--- src/rtl/stage_e_pipe_if.sv ---
// Bundle of decode-side inputs and E/M-side outputs of the execute stage.
// The slave modport is the execute stage; the master drives decode, stall and forwarding.
interface stage_e_pipe_if;
  logic        stall;
  logic [31:0] instrD;
  logic [31:0] pcD;
  logic [31:0] rd1D;
  logic [31:0] rd2D;
  logic [1:0]  forward_rs_alu;
  logic [1:0]  forward_rt_alu;
  logic [31:0] resultW;
  logic [31:0] instrE;
  logic [31:0] instrM;
  logic [31:0] pcM;
  logic [31:0] resultM;
  logic [31:0] wdataM;

  modport master (
    output stall, instrD, pcD, rd1D, rd2D, forward_rs_alu, forward_rt_alu, resultW,
    input  instrE, instrM, pcM, resultM, wdataM
  );

  modport slave (
    input  stall, instrD, pcD, rd1D, rd2D, forward_rs_alu, forward_rt_alu, resultW,
    output instrE, instrM, pcM, resultM, wdataM
  );
endinterface

--- src/rtl/stage_e_pipe.sv ---
// MIPS execute stage: ID/EX register with stall bubbles, rs/rt forwarding muxes,
// integer ALU and the EX/MEM register.
module stage_e_pipe (
  input  logic           clk,
  input  logic           reset,
  stage_e_pipe_if.slave  bus
);

  logic [31:0] instr_e_q, pc_e_q, rs_e_q, rt_e_q;
  logic [31:0] instr_e_d, pc_e_d, rs_e_d, rt_e_d;
  logic [31:0] instr_m_q, pc_m_q, result_m_q, wdata_m_q;
  logic [31:0] instr_m_d, pc_m_d, result_m_d, wdata_m_d;
  logic [31:0] src_a_s, src_b_s, alu_s;
  logic [5:0]  op_s, funct_s;
  logic [15:0] imm_s;

  assign op_s    = instr_e_q[31:26];
  assign funct_s = instr_e_q[5:0];
  assign imm_s   = instr_e_q[15:0];

  // ID/EX next state: a stall replaces the decode instruction with a nop bubble.
  always_comb begin
    instr_e_d = 32'h0;
    pc_e_d    = 32'h0;
    rs_e_d    = 32'h0;
    rt_e_d    = 32'h0;
    if (bus.stall) begin
      instr_e_d = 32'h0;
      pc_e_d    = 32'h0;
      rs_e_d    = 32'h0;
      rt_e_d    = 32'h0;
    end else begin
      instr_e_d = bus.instrD;
      pc_e_d    = bus.pcD;
      rs_e_d    = bus.rd1D;
      rt_e_d    = bus.rd2D;
    end
  end

  // Operand forwarding; code 3 is unused and falls back to the latched value.
  always_comb begin
    src_a_s = rs_e_q;
    case (bus.forward_rs_alu)
      2'd1:    src_a_s = result_m_q;
      2'd2:    src_a_s = bus.resultW;
      default: src_a_s = rs_e_q;
    endcase
    src_b_s = rt_e_q;
    case (bus.forward_rt_alu)
      2'd1:    src_b_s = result_m_q;
      2'd2:    src_b_s = bus.resultW;
      default: src_b_s = rt_e_q;
    endcase
  end

  // ALU; anything not decoded here (nop, branches, jr, j) yields zero.
  always_comb begin
    alu_s = 32'h0;
    case (op_s)
      6'h00: begin
        case (funct_s)
          6'h21:   alu_s = src_a_s + src_b_s;
          6'h23:   alu_s = src_a_s - src_b_s;
          default: alu_s = 32'h0;
        endcase
      end
      6'h0d:        alu_s = src_a_s | {16'h0, imm_s};
      6'h0f:        alu_s = {imm_s, 16'h0};
      6'h23, 6'h2b: alu_s = src_a_s + {{16{imm_s[15]}}, imm_s};
      6'h03:        alu_s = pc_e_q + 32'd8;
      default:      alu_s = 32'h0;
    endcase
  end

  // EX/MEM next state: loads every cycle regardless of stall.
  always_comb begin
    instr_m_d  = instr_e_q;
    pc_m_d     = pc_e_q;
    result_m_d = alu_s;
    wdata_m_d  = src_b_s;
  end

  // Pipeline registers with synchronous reset.
  always_ff @(posedge clk) begin
    if (reset) begin
      instr_e_q  <= 32'h0;
      pc_e_q     <= 32'h0;
      rs_e_q     <= 32'h0;
      rt_e_q     <= 32'h0;
      instr_m_q  <= 32'h0;
      pc_m_q     <= 32'h0;
      result_m_q <= 32'h0;
      wdata_m_q  <= 32'h0;
    end else begin
      instr_e_q  <= instr_e_d;
      pc_e_q     <= pc_e_d;
      rs_e_q     <= rs_e_d;
      rt_e_q     <= rt_e_d;
      instr_m_q  <= instr_m_d;
      pc_m_q     <= pc_m_d;
      result_m_q <= result_m_d;
      wdata_m_q  <= wdata_m_d;
    end
  end

  assign bus.instrE  = instr_e_q;
  assign bus.instrM  = instr_m_q;
  assign bus.pcM     = pc_m_q;
  assign bus.resultM = result_m_q;
  assign bus.wdataM  = wdata_m_q;

endmodule

--- src/flat_wrapper.sv ---
// flat-port wrapper written by rule: the top's interface ports become plain ports
module stage_e_pipe_flat 
  (clk, reset, bus_stall, bus_instrD, bus_pcD, bus_rd1D, bus_rd2D, bus_forward_rs_alu, bus_forward_rt_alu, bus_resultW, bus_instrE, bus_instrM, bus_pcM, bus_resultM, bus_wdataM);
  stage_e_pipe_if bus_i ();
  input  logic clk;
  input  logic reset;
  input wire logic [$bits(bus_i.stall)-1:0] bus_stall;
  input wire logic [$bits(bus_i.instrD)-1:0] bus_instrD;
  input wire logic [$bits(bus_i.pcD)-1:0] bus_pcD;
  input wire logic [$bits(bus_i.rd1D)-1:0] bus_rd1D;
  input wire logic [$bits(bus_i.rd2D)-1:0] bus_rd2D;
  input wire logic [$bits(bus_i.forward_rs_alu)-1:0] bus_forward_rs_alu;
  input wire logic [$bits(bus_i.forward_rt_alu)-1:0] bus_forward_rt_alu;
  input wire logic [$bits(bus_i.resultW)-1:0] bus_resultW;
  output wire logic [$bits(bus_i.instrE)-1:0] bus_instrE;
  output wire logic [$bits(bus_i.instrM)-1:0] bus_instrM;
  output wire logic [$bits(bus_i.pcM)-1:0] bus_pcM;
  output wire logic [$bits(bus_i.resultM)-1:0] bus_resultM;
  output wire logic [$bits(bus_i.wdataM)-1:0] bus_wdataM;
  assign bus_i.stall = bus_stall;
  assign bus_i.instrD = bus_instrD;
  assign bus_i.pcD = bus_pcD;
  assign bus_i.rd1D = bus_rd1D;
  assign bus_i.rd2D = bus_rd2D;
  assign bus_i.forward_rs_alu = bus_forward_rs_alu;
  assign bus_i.forward_rt_alu = bus_forward_rt_alu;
  assign bus_i.resultW = bus_resultW;
  assign bus_instrE = bus_i.instrE;
  assign bus_instrM = bus_i.instrM;
  assign bus_pcM = bus_i.pcM;
  assign bus_resultM = bus_i.resultM;
  assign bus_wdataM = bus_i.wdataM;
  stage_e_pipe u_core (.clk(clk), .reset(reset), .bus(bus_i));
endmodule
--- config.mk ---
export PLATFORM = sky130hd
export DESIGN_NAME = stage_e_pipe_flat
export DESIGN_NICKNAME = d
export VERILOG_FILES = /design/src/rtl/stage_e_pipe_if.sv /design/src/rtl/stage_e_pipe.sv /design/src/flat_wrapper.sv
export SDC_FILE = /design/constraint.sdc
export NUM_CORES = 1
export LEC_CHECK = 0
export CORE_MARGIN = 2
export CORE_UTILIZATION = 40
export CTS_BUF_LIST = sky130_fd_sc_hd__clkbuf_2
export DETAILED_ROUTE_END_ITERATION = 12
export PLACE_DENSITY = 0.75
export SYNTH_ARGS = -nofsm -noshare
export SYNTH_HDL_FRONTEND = slang
export SYNTH_SLANG_ARGS = --single-unit
--- constraint.sdc ---
create_clock -name clk -period 8.1 [get_ports clk]
set_input_delay 1.62 -clock clk [delete_from_list [all_inputs] [get_ports clk]]
set_output_delay 1.62 -clock clk [all_outputs]
set_load 0.01 [all_outputs]
==> flow_results.org <==
** Yosys
- Area share of the largest cell type after synthesis :: 0.384
- Post-synth net total :: around 1800
- Total of flip-flops plus latches after synthesis :: about 260
- Combined area of all synthesized cells :: between 10000 and 15000 um^2
- Cells after Synth :: 1528
- Leading area contributor after synthesis :: dfxtp_1
- Total number of yosys warnings :: 0
- For this run, the leading register cell type out of synthesis is dfxtp_1.
- Leading post-synthesis cells by cell area :: dfxtp_1 38%, ha_1 8.5%, and2_1 6.1%
- Distinct cell type count of the synthesized netlist :: 67
- Sorting the synthesized cells by how often they occur yields 256 x dfxtp_1, 130 x and2_1, 114 x nor2_1.
- Fraction of the yosys area taken by sequential cells :: 0.384
- Number of synthesized flops with an enable pin :: 0
- In the post-synthesis netlist, the cell with the most instances is dfxtp_1.
- Fraction of registers with async set or reset after synthesis :: 0
- Mapped Avg Cell Area :: ~8.7 um^2

** Run
- The tool flagged a number of max-cap violations equal to 0.

** GRT
- Met1 routing resource usage after global routing :: 0.289
- Initial antenna violation count :: 1
- After global routing the overflow that remains totals 0.
- In this run the most used layer during global routing was met2.
- For this run, the total global-route usage over all layers was measured as 0.250.
- The via count of the first global-routing pass came to approximately 12000.
- In the global route stage, met2 resource usage came out at 0.449.
- First-pass GRT wire length :: between 60 and 70 mm
- Pin count of the biggest net entering global routing :: 67
- In the global route stage, met3 resource usage came out at 0.0442.

** Clocking
- The number of hold buffers added after CTS was 0.
- CTS saw 256 sinks.
- TritonCTS created 70 clock buffers.
- Once the clock tree was built, the setup fixing pass inserted 0 buffers.
- H-tree lvl count :: 3
- For the worst-skew pair, the clock arrives at the later sink with an insertion delay of approximately 850 ps.
- Post-CTS sizing :: 0
- Clock tree from TritonCTS :: done
- After clock tree synthesis, the clock-pin slew on the worst setup and hold paths is ~90 ps.
- The clock passes through at most 3 buffers.
- CTS Root Cell :: clkbuf_2

** Worst setup path
- The worst setup path is captured at a register.
- The signal on the critical path passes through clkdlybuf4s50_1 > ha_1 > a221o_1 > o21ai_0 > and4_1 > and3_1 > a21oi_1 > a21oi_1 > nand2_1 > xor2_1 > ha_1 > a21oi_1 > nand2_1 > a2111oi_1 > nor3b_1 > o211ai_1 > nand2_1 > xor2_1 > a222oi_1 > a21oi_1.
- Largest stage delay on the critical path :: about 990 ps
- The worst register-to-register path has a depth of 15.
- Largest fanout on the critical path :: 32
- Data arrival, critical path :: 7210 ps
- Classification of the worst setup path :: input port to register
- Across all register-to-register paths, the minimum setup slack is ~3400 ps.
- Startpoint of the most critical register-to-register path :: u_core.bus.instrE[5]
- Kind of start point of the critical path :: input port
- Critical path's slowest cell :: ha_1
- Top cell by count, worst path :: a21oi_1
- Endpoint of the worst register-to-register path :: u_core.bus.resultM[23]
- Endpoint required time on the critical path :: between 8000 and 9000 ps
- Worst setup path startpoint :: bus_forward_rt_alu[1]

** STA
- Max_slew headroom :: 0.174
- Setup repair after global routing left no endpoint under its margin.
- Maximum clock frequency :: between 150 and 200 MHz
- Subtracting the final worst setup slack from the clock period gives ~6600 ps.
- Clock skew on the completed layout was measured at between 70 and 80 ps.
- Hold violation count in the final report :: 0
- Setup TNS after final layout :: 0 ps
- Setup-failing EPs final :: 0
- The max-slew violation total from the final report is 0.
- Crit share post-route :: 0.810
- Actual slew at the worst max-slew pin :: 1240 ps

** Floorplanning
- The initial utilization of the core area, before any placement, comes to 0.408.
- between 300 and 400 I/O pins were placed.
- Core area :: between 30000 and 40000 um^2
- The die is between 150 and 200 um tall.
- Width of the chip :: ~190 um
- Total Die Area :: between 30000 and 40000 um^2
- # rows :: 66

** Route
- Number of optimization iterations in the first detailed-route pass :: 6
- Mean number of vias per cell :: between 5 and 6
- For this block, the via count after detailed routing is ~13000.
- Number of nets still failing antenna checks after routing :: 0
- DR WL/cell :: 19.3 um
- For this run, design rule violations remaining after detail routing come to 0.
- Sum of routed wire length over all layers :: roughly 46 mm
- Number of violations reported at the end of detailed-routing iteration 0 :: 795

** Placement
- The congestion estimate from routability-driven global placement came to approximately 1.
- Number of buffer cells added on primary ports :: about 330
- The wire-length estimate of the detail-placed layout is between 30 and 40 mm.
- Including well taps, the total number of placed cells is between 2000 and 2500.
- Once placement finished, the instance area stood at roughly 17000 um^2.

** Min path
- Number of instances on the worst hold path :: 1
- The min-delay analysis places its worst path in the category register to register.
- Worst hold path startpoint :: u_core.bus.instrE[21]
- The path with the worst hold slack has its endpoint at u_core.bus.instrM[21].

** Layout
- Post-route cell area :: between 15000 and 20000 um^2
- Synth-to-layout area growth :: 32.1%
- The net count of the finished layout is roughly 2100.
- The finished layout holds around 2400 standard cells, fillers aside.
- For this run, the share of the core covered by cells in the final layout is 0.539.
- Fraction of layout instances using a drive strength above 1 :: 0.0861

** Power and ir drop
- Leakage power summed over all cells :: about 7 nW
- Peak supply drop :: 0.0808 mV
- Final Total Pwr :: around 2.9 mW
- Power spread over the standard cell area amounts to 162 nW/um^2.

** Run status
- The run finished with clean final reports.
==> worst max path at each step <==
stage,endpoint,slack [ps]
after global placement,u_core.bus.resultM[23],1080
after global routing,u_core.bus.resultM[23],1120
after detailed placement,u_core.bus.resultM[23],910
final,u_core.bus.resultM[23],1540
after CTS,u_core.bus.resultM[23],1740
after floorplan,u_core.bus.resultM[31],2390
==> worst max-delay path, delay by kind of cell <==
| family | cells | cell delay [ps] |
|---|---|---|
| buf+inv | 1 | 510 |
| simple gates | 6 | 1020 |
| compound gates | 9 | 2420 |
| fa+ha+maj | 2 | 1300 |
| xor+xnor | 2 | 320 |
==> sequential cells by signal, indices dropped and copies added, names as in the netlist <==
register	cells
u_core.pc_e_q	32
u_core.rs_e_q	32
u_core.bus.pcM	32
u_core.bus.resultM	32
u_core.rt_e_q	32
u_core.bus.wdataM	32
u_core.bus.instrE	32
u_core.bus.instrM	32
==> metrics by stage <==
stage	hold WS, ps	setup slack (ps)
2_1_floorplan	439	2390
3_3_place_gp	443	1080
3_5_place_dp	452	906
4_1_cts	468	1740
5_1_grt	481	1120
6_report	466	1540
==> where the power goes <==
| group | switching (mW) | total [mW] | internal (mW) |
|---|---|---|---|
| registers | 0.0321 | 1.34 | 1.30 |
| logic | 0.339 | 0.636 | 0.298 |
| clock network | 0.526 | 0.887 | 0.361 |
| total | 0.897 | 2.86 | 1.96 |
==> layout make-up <==
class	count	area, um^2
fillers	3055	15100
clock buffers	101	505
repair buffers	344	3400
flip-flops and latches	256	5120
inverters	49	184
clock inverters	17	91.3
multi-input cells	1149	7780
well taps	442	553
diodes	1	2.50
==> metal layers <==
layer | wire length [um] | share of wire
met2 | 22700 | 0.50
met5 | 0 | 0
met4 | 1970 | 0.043
met1 | 18400 | 0.40
met3 | 2480 | 0.054
==> layout by cell type (no fill, tap or decap), types with 13 or more instances in the layout <==
master           count
buf_4               19
nand3_1             41
o21ai_0             84
a21oi_1             87
and2_1             130
a221oi_1            25
a31oi_1             13
xor2_1              49
a21o_1              28
ha_1                91
nor2_1             113
dfxtp_1            256
or2_2               15
xnor2_1             56
nor2b_1             62
nand2_1             93
nor3_1              14
and3_1              14
a221o_1             18
clkbuf_2           101
inv_1               48
clkdlybuf4s50_1    325
o22ai_1             24
clkinv_1            13
nand4_1             14
a22oi_1             42
==> cell families after synthesis <==
group                      after synthesis  share of synthesized area
buffers and inverters                  123                     0.0367
DFF                                    256                      0.384
muxes                                   15                     0.0123
xor gates and xnor gates               105                     0.0689
AOI/OAI and AO/OA                      399                      0.198
and+or+nand+nor                        537                      0.212
adders and majority gates               93                     0.0882
Power figures use the tool's default switching activity.
